==> config.mk <==
export PLATFORM = sky130hd
export DESIGN_NAME = data_mem_access_unit
export DESIGN_NICKNAME = d
export VERILOG_FILES = /design/src/rtl/data_mem_access_unit.sv
export SDC_FILE = /design/constraint.sdc
export NUM_CORES = 1
export LEC_CHECK = 0
export CORE_MARGIN = 3
export CORE_UTILIZATION = 45
export DETAILED_ROUTE_END_ITERATION = 10
export PLACE_DENSITY = 0.95
export RECOVER_POWER = 100
export SLEW_MARGIN = 15
export SYNTH_ARGS = -nofsm -noshare
export SYNTH_HDL_FRONTEND = slang
export SYNTH_SLANG_ARGS = --single-unit
==> constraint.sdc <==
create_clock -name clk -period 3.2 [get_ports clk]
set_clock_uncertainty 0.2 [all_clocks]
set_input_delay 0.64 -clock clk [delete_from_list [all_inputs] [get_ports clk]]
set_output_delay 0.64 -clock clk [all_outputs]
set_load 0.005 [all_outputs]
==> src/rtl/data_mem_access_unit.sv <==
// data_mem_access_unit
//   Load/store unit that sits between the core's data request port and a
//   single-ported synchronous data memory. It takes one request at a time and
//   turns byte/half/word (and, on 64-bit builds, doubleword) accesses into one
//   aligned memory cycle with byte enables. Load data is sign- or zero-extended.
//   Misaligned or illegal-size requests get an error response and never reach
//   memory. Read data is expected WAIT_STATES cycles after the read strobe.
//
// Ports
//   clk, reset          core clock, synchronous active-high reset
//   req_*               request handshake (valid/ready), op, size, sign, addr, wdata
//   resp_*              one-cycle response pulse with extended data and error flag
//   data_memory_*       aligned address, replicated store data, read data,
//                       read/write strobes and byte-lane enables
module data_mem_access_unit #(
    parameter int ADDR_W      = 32,
    parameter int DATA_W      = 32,
    parameter int WAIT_STATES = 1
) (
    input  logic                clk,
    input  logic                reset,
    input  logic                req_valid,
    output logic                req_ready,
    input  logic                req_write,
    input  logic [1:0]          req_size,
    input  logic                req_signed,
    input  logic [ADDR_W-1:0]   req_addr,
    input  logic [DATA_W-1:0]   req_wdata,
    output logic                resp_valid,
    output logic [DATA_W-1:0]   resp_rdata,
    output logic                resp_error,
    output logic [ADDR_W-1:0]   data_memory_a,
    output logic [DATA_W-1:0]   data_memory_out_v,
    input  logic [DATA_W-1:0]   data_memory_in_v,
    output logic                data_memory_read,
    output logic                data_memory_write,
    output logic [DATA_W/8-1:0] data_memory_be
);

    localparam int BE_W  = DATA_W / 8;
    localparam int OFF_W = $clog2(BE_W);
    localparam int CNT_W = $clog2(WAIT_STATES + 1);

    typedef enum logic [2:0] {S_IDLE, S_ACCESS, S_WAIT, S_RESP, S_ERR} state_t;

    state_t           r_state;
    logic [CNT_W-1:0] r_cnt;
    logic             r_write;
    logic [1:0]       r_size;
    logic             r_signed;
    logic [OFF_W-1:0] r_off;

    logic             w_accept;
    logic             w_illegal;
    logic             w_misaligned;
    logic [OFF_W-1:0] w_off;

    // Byte-lane enables: the access-size mask moved up to the lane offset.
    function automatic logic [BE_W-1:0] lane_mask(input logic [1:0] size,
                                                   input logic [OFF_W-1:0] off);
        logic [BE_W-1:0] m;
        case (size)
            2'b00:   m = BE_W'(1);
            2'b01:   m = BE_W'(3);
            2'b10:   m = BE_W'(15);
            default: m = '1;
        endcase
        return m << off;
    endfunction

    // Store data is copied into every lane so the memory picks it up wherever
    // the byte enables point.
    function automatic logic [DATA_W-1:0] replicate(input logic [DATA_W-1:0] wd,
                                                    input logic [1:0] size);
        logic [DATA_W-1:0] r;
        r = wd;
        case (size)
            2'b00:   for (int i = 0; i < BE_W; i++)     r[i*8  +: 8]  = wd[7:0];
            2'b01:   for (int i = 0; i < BE_W / 2; i++) r[i*16 +: 16] = wd[15:0];
            2'b10:   for (int i = 0; i < BE_W / 4; i++) r[i*32 +: 32] = wd[31:0];
            default: r = wd;
        endcase
        return r;
    endfunction

    // Lane extraction and extension: the selected lane is pushed to the top of
    // the word and shifted back, arithmetically when sign extension is wanted.
    function automatic logic [DATA_W-1:0] extend(input logic [DATA_W-1:0] d,
                                                 input logic [1:0] size,
                                                 input logic sgn,
                                                 input logic [OFF_W-1:0] off);
        logic        [DATA_W-1:0] lane;
        logic signed [DATA_W-1:0] t;
        int                       sh;
        lane = d >> {off, 3'b000};
        sh   = DATA_W - (8 << size);
        if (sh <= 0)
            return lane;
        t = $signed(lane << sh);
        if (sgn)
            return $unsigned(t >>> sh);
        return (lane << sh) >> sh;
    endfunction

    assign req_ready = (r_state == S_IDLE);
    assign w_accept  = req_valid && req_ready;
    assign w_off     = req_addr[OFF_W-1:0];
    assign w_illegal = (req_size == 2'b11) && (DATA_W == 32);

    always_comb begin
        w_misaligned = 1'b0;
        case (req_size)
            2'b01:   w_misaligned = req_addr[0];
            2'b10:   w_misaligned = |req_addr[1:0];
            2'b11:   w_misaligned = |req_addr[2:0];
            default: w_misaligned = 1'b0;
        endcase
    end

    // Request capture: only the fields still needed after the accept cycle.
    always_ff @(posedge clk) begin
        if (w_accept) begin
            r_write  <= req_write;
            r_size   <= req_size;
            r_signed <= req_signed;
            r_off    <= w_off;
        end
    end

    // Control FSM; every output is registered and set on entry to its state.
    always_ff @(posedge clk) begin
        if (reset) begin
            r_state           <= S_IDLE;
            r_cnt             <= '0;
            resp_valid        <= 1'b0;
            resp_rdata        <= '0;
            resp_error        <= 1'b0;
            data_memory_a     <= '0;
            data_memory_out_v <= '0;
            data_memory_be    <= '0;
            data_memory_read  <= 1'b0;
            data_memory_write <= 1'b0;
        end else begin
            resp_valid        <= 1'b0;
            resp_error        <= 1'b0;
            data_memory_read  <= 1'b0;
            data_memory_write <= 1'b0;
            case (r_state)
                S_IDLE: begin
                    if (req_valid) begin
                        if (w_illegal || w_misaligned) begin
                            r_state    <= S_ERR;
                            resp_valid <= 1'b1;
                            resp_error <= 1'b1;
                            resp_rdata <= '0;
                        end else begin
                            r_state           <= S_ACCESS;
                            data_memory_a     <= {req_addr[ADDR_W-1:OFF_W], {OFF_W{1'b0}}};
                            data_memory_be    <= lane_mask(req_size, w_off);
                            data_memory_out_v <= replicate(req_wdata, req_size);
                            data_memory_write <= req_write;
                            data_memory_read  <= !req_write;
                        end
                    end
                end
                S_ACCESS: begin
                    if (r_write) begin
                        r_state    <= S_RESP;
                        resp_valid <= 1'b1;
                        resp_rdata <= '0;
                    end else begin
                        r_state <= S_WAIT;
                        r_cnt   <= CNT_W'(WAIT_STATES - 1);
                    end
                end
                S_WAIT: begin
                    // Read data is valid in the cycle the counter sits at zero.
                    if (r_cnt == '0) begin
                        r_state    <= S_RESP;
                        resp_valid <= 1'b1;
                        resp_rdata <= extend(data_memory_in_v, r_size, r_signed, r_off);
                    end else begin
                        r_cnt <= r_cnt - 1'b1;
                    end
                end
                S_RESP:  r_state <= S_IDLE;
                S_ERR:   r_state <= S_IDLE;
                default: r_state <= S_IDLE;
            endcase
        end
    end

endmodule

[Yosys cells after proc, flatten, opt, wreduce, memory -nomap -nowiden]
Cells that the tools add are included.
Storage, ports and cells
  flip-flop bits (word level): 112
  input port bits: 103
  logic and storage cells: 89
Operators by class
  $add $sub $neg: 2
  order comparisons: 1
  eq/ne operators: 10
  shift-type cells: 6
  mux-type cells: 38
  bitwise operators: 3
  reductions and logical operators: 15
Operators by type and width (count)
  $mux W32: 8
  $pmux W32 S3: 1
  $pmux W32 S2: 1
  $le A32 B1 Y1 const B: 1
  $shl A32 B32 Y32: 1
  $shl A4 B2 Y32 const A: 1
  $shr A32 B32 Y32: 1
  $shr A32 B5 Y32: 1
  $sshr A32 B32 Y32: 1
  $sub A7 B32 Y32 const A: 1
  $mux W1: 16
  $mux W4: 4
  $mux W3: 3
  $pmux W3 S3: 1
  $ne A2 B2 Y1 const B: 4
  $pmux W4 S2: 1
  $pmux W1 S3: 2
  $reduce_and A5 Y1: 1
  $eq A2 B2 Y1 const B: 2
  $reduce_and A2 Y1: 2
  $reduce_or A2 Y1: 2
  $reduce_or A4 Y1: 1
  $shl A4 B2 Y4: 1
  $eq A3 B1 Y1 const B: 1
  other kinds (15): 17

[Depth between registers and ports, before layout]
  depth in word-level cells: 15
  mapped depth: 7

[Worst setup path before layout]
Ideal clock, no wire load.
  path kind: input to register
  start point: input req_size[0]
  end point: register resp_rdata[26]
  library setup time: 0.123 ns
  data arrival time: 1.798 ns
  required time: 2.877 ns
  slack: 1.079 ns
  stages on the path: 5
  path buffers: 1
  path through: o21ai_0 > a2111oi_2 > nor3_1 > buf_2 > a221o_2
Between the ends
  cells in the longest elaborated chain, start to end: 5
  elaborated cells between the ends (all ways): 7
Ends and longest elaborated chain
  start, declared: RTL line 25  | input logic [1:0] req_size,
  $eq A2 B2 Y1, or another cell as far along: RTL line 108, 112
  $pmux W1 S3: RTL line 112  | case (req_size)
  $logic_or A1 B1 Y1 (*): RTL line 151  | if (w_illegal || w_misaligned) begin
  $ne A2 B1 Y1 (no source line) (*)
  $reduce_and A5 Y1 (no source line) (*)
  end signal, assigned: RTL line 181  | resp_rdata <= extend(data_memory_in_v, r_size, r_signed, r_off);
  end, declared: RTL line 30  | output logic [DATA_W-1:0] resp_rdata,
Every way passes the cells marked *; elsewhere a longest branch is shown, timed or not.
A chain may end at the register's enable or synchronous reset.

[Final worst setup path]
  start point: input req_valid
  end point: register data_memory_be[0]
Between the ends
  cells in the longest elaborated chain, start to end: 1
Ends and longest elaborated chain
  start, declared: RTL line 22  | input logic req_valid,
  $reduce_and A3 Y1 (no source line)
  end signal, assigned: RTL line 159  | data_memory_be <= lane_mask(req_size, w_off);
  end, declared: RTL line 37  | output logic [DATA_W/8-1:0] data_memory_be
No other way between the ends.

==> summary.md <==
| Metric | Value |
|---|---|
| Clk slew on worst S/H paths | `0.10 ns` |
| Wire per inst | `18.12 um` |
| Path depth of the worst reg2reg path | `5` |
| Post-CTS Hold Fix Bufs | `0` |
| Logic pwr share | `0.236` |
| H-tree depth | `3` |
| Post_cts resized | `0` |
| Reg power frac | `0.472` |
| Largest area contributor in the synthesized netlist | `dfxtp_1` |
| Worst path depth | `6` |
| Hold_ws | `0.2603 ns` |
| Setup_tns | `0 ns` |
| Mapped Area | `4807 um^2` |
| Arr. time, crit path | `2.92 ns` |
| Clock Latency Late Sink | `0.37 ns` |
| Routed Antenna Nets | `0` |
| Post-placement cell count | `roughly 840` |
| Most common cell after layout, fill and taps aside | `nand2_1` |
| Ports | `about 210` |
| Num CTS Buffers | `9` |
| Row Count | `37` |
| CP max FO | `13` |
| Synth top area cells | `dfxtp_1, nand2_1, mux2i_1, a21oi_1, edfxtp_1` |
| Via/cell ratio | `between 5 and 6` |
| Core Util, Final | `0.6880` |
| Cell at the slowest stage of the critical path | `dlygate4sd3_1` |
| Peak VDD IR | `roughly 320 uV` |
| CORE AREA | `10370 um^2` |
| Yosys cell types | `49` |
| Initial antenna violation count | `3` |
| Fill cells | `between 700 and 800` |
| Min-Delay Path Depth | `2` |
| First DRT Iteration DRCs | `284` |
| FFs w/ async S/R, synth | `0` |
| Dpl hpwl | `11660 um` |
| Total number of vias | `between 4000 and 5000` |
| # clock sinks | `111` |
| Final setup vio count | `0` |
| GP Congestion | `between 0.8 and 0.9` |
| Top FF cell, synth | `dfxtp_1` |
| Worst path cell trace | `dlygate4sd3_1, nor4b_1, clkbuf_1, o21ai_2, or3_1, a21oi_1` |
| GRT Total Usage | `0.2543` |
| Final nets | `817` |
| Global-route wire length before repair | `23780 um` |
| Drt first pass iters | `4` |
| CTS max path bufs | `2` |
| Critical path launch point type | `input port` |
| Remaining global-route overflow | `0` |
| Period utilisation layout | `0.8904` |
| Cell Pwr Density | `471.3 nW/um^2` |
| Clock Tree Root | `clkbuf_8` |
| Slew margin rel. | `0.02067` |
| Layout area overhead | `48.41%` |
| Final Hold Viols | `0` |
| Clock power share | `0.291` |
| #FFs+latches synth | `111` |
| Layout Cells excl Fill | `857` |
| Register area share after synthesis | `0.4748` |
| Critical Path RT | `3.28 ns` |
| LEAKAGE | `around 2.9 nW` |
| Vias in the first global route | `4794` |
| Share of post-route cells with drive strength above 1 | `0.07371` |
| Synthesized instance count | `528` |
| HP Class | `flop to flop` |
| Largest net degree at the start of global routing | `82` |
| CTS tree | `yes` |
| Max stage delay on crit path | `0.57 ns` |
| RSZ-0062 raised after global routing | `false` |
| Most frequent cells in the layout | `nand2_1, dlygate4sd3_1, dfxtp_1, clkdlybuf4s50_1, a21oi_1` |
| Max Slew Vio Count | `0` |
| Final WL | `15530 um` |
| Area of the multi-input gates | `2286 um^2` |
| Synthesized area per cell | `9.104 um^2` |
| Initial Util | `0.4636` |
| Tmin final | `about 2.8 ns` |
| Slew @ Worst Pin | `1.469 ns` |
| Die Wd | `109.4 um` |
| Status | `complete, no violations` |
| CP top delay family | `buffers and inverters` |
| Die area | `approximately 12000 um^2` |
| Storage cell area | `2282 um^2` |
| DRC | `0` |
| P_int | `2.411 mW` |
| Number of buffer and inverter stages on the critical path | `2` |
| Worst Slack Setup Final | `~0.35 ns` |
| CP Capture Type | `flop` |
| Critical path type | `input port to flop` |
| Number of synthesized flops with an enable pin | `6` |
| Syn. warnings | `0` |
| Top-area cell type share of the netlist area | `0.4373` |
| Peak Freq | `~350 MHz` |
| Maxcap violations | `0` |
| Port Buffer Count | `205` |
| Post-CTS Setup Bufs | `0` |
| P_sw | `0.9516 mW` |
| Die height | `around 110 um` |
| Post-Place Setup Slack | `~0.20 ns` |
| Sw Ratio | `0.2830` |
## power groups by stage
| stage | clock, mW | combinational [mW] | sequential (mW) |
|---|---|---|---|
| after floorplan | 0 | 0.406 | 1.61 |
| after global placement | 0 | 0.813 | 1.62 |
| after detailed placement | 0 | 0.839 | 1.63 |
| after CTS | 0.994 | 0.843 | 1.60 |
| after global routing | 1.05 | 0.863 | 1.60 |
| final | 0.979 | 0.794 | 1.59 |
## through the flow
step / power [mW] / area [um^2]
after floorplan: 2.012 / 4811
after global placement: 2.430 / 6934
after detailed placement: 2.465 / 6934
after CTS: 3.432 / 7173
after global routing: 3.517 / 7134
final: 3.362 / 7134
## logic make-up (layout without fill, tap and decap cells)
logic type                Yosys count  in the layout  synth area share
DFF                               111            111            0.4748
and+or+nand+nor                   176            176            0.1616
muxes                              42             42           0.09058
buffers and inverters              45            235           0.04711
xor gates and xnor gates            1              1          0.001822
AOI/OAI and AO/OA                 152            152            0.2233
other                               1              4         0.0007801
## worst paths after layout
path / slack [ns] / startpoint / to
max reg2reg: 0.69 / r_state[0] / data_memory_be[0]
min: 0.26 / data_memory_out_v[27] / data_memory_out_v[27]
max: 0.35 / req_valid / data_memory_be[0]
min reg2reg: 0.26 / data_memory_out_v[27] / data_memory_out_v[27]
## worst register-to-register path, delay by kind of cell (launching register included)
kind	cells	cell delay, ns
flip-flops	1	0.43
AO/OA/AOI/OAI	2	0.49
buffers and inverters	1	0.42
AND/OR/NAND/NOR	2	0.88
## cells in the mapped netlist, drive strengths merged, types with 2 or more instances
master   count
a2111oi      3
a211o       10
a211oi       9
a21oi       59
a221o        7
a22o         9
a311oi       9
a31oi        2
a32o         7
buf         26
clkbuf      15
clkinv       2
dfxtp      105
edfxtp       6
inv          2
mux2         2
mux2i       39
nand2      118
nand2b       5
nor2        31
nor2b        6
nor3         5
nor3b        3
nor4b        2
o211ai       8
o21ai       23
## routing by layer
metal / vias up / track usage / part of all wire
li1: 2246 / - / -
met1: 2226 / 0.2756 / 0.37
met5: - / 0 / 0.00084
met3: 38 / 0.08867 / 0.11
met2: 260 / 0.4425 / 0.49
met4: 2 / 0.1202 / 0.032
## sequential cells by signal, summed over array words and instances (netlist names)
register	count
data_memory_a	30
data_memory_be	4
data_memory_out_v	32
data_memory_read	1
data_memory_write	1
r_off	2
r_signed	1
r_size	2
r_state	3
r_write	1
resp_error	1
resp_rdata	32
resp_valid	1
## final cells by class
cell class | count | share of cell area
repair buffers | 215 | 0.2995
well taps | 136 | 0.02385
diodes | 2 | 0.0007015
clock inverters | 6 | 0.01263
inverters | 4 | 0.002105
flip-flops and latches | 111 | 0.3199
clock buffers | 10 | 0.02087
multi-input cells | 373 | 0.3204
Power figures use the tool's default switching activity.
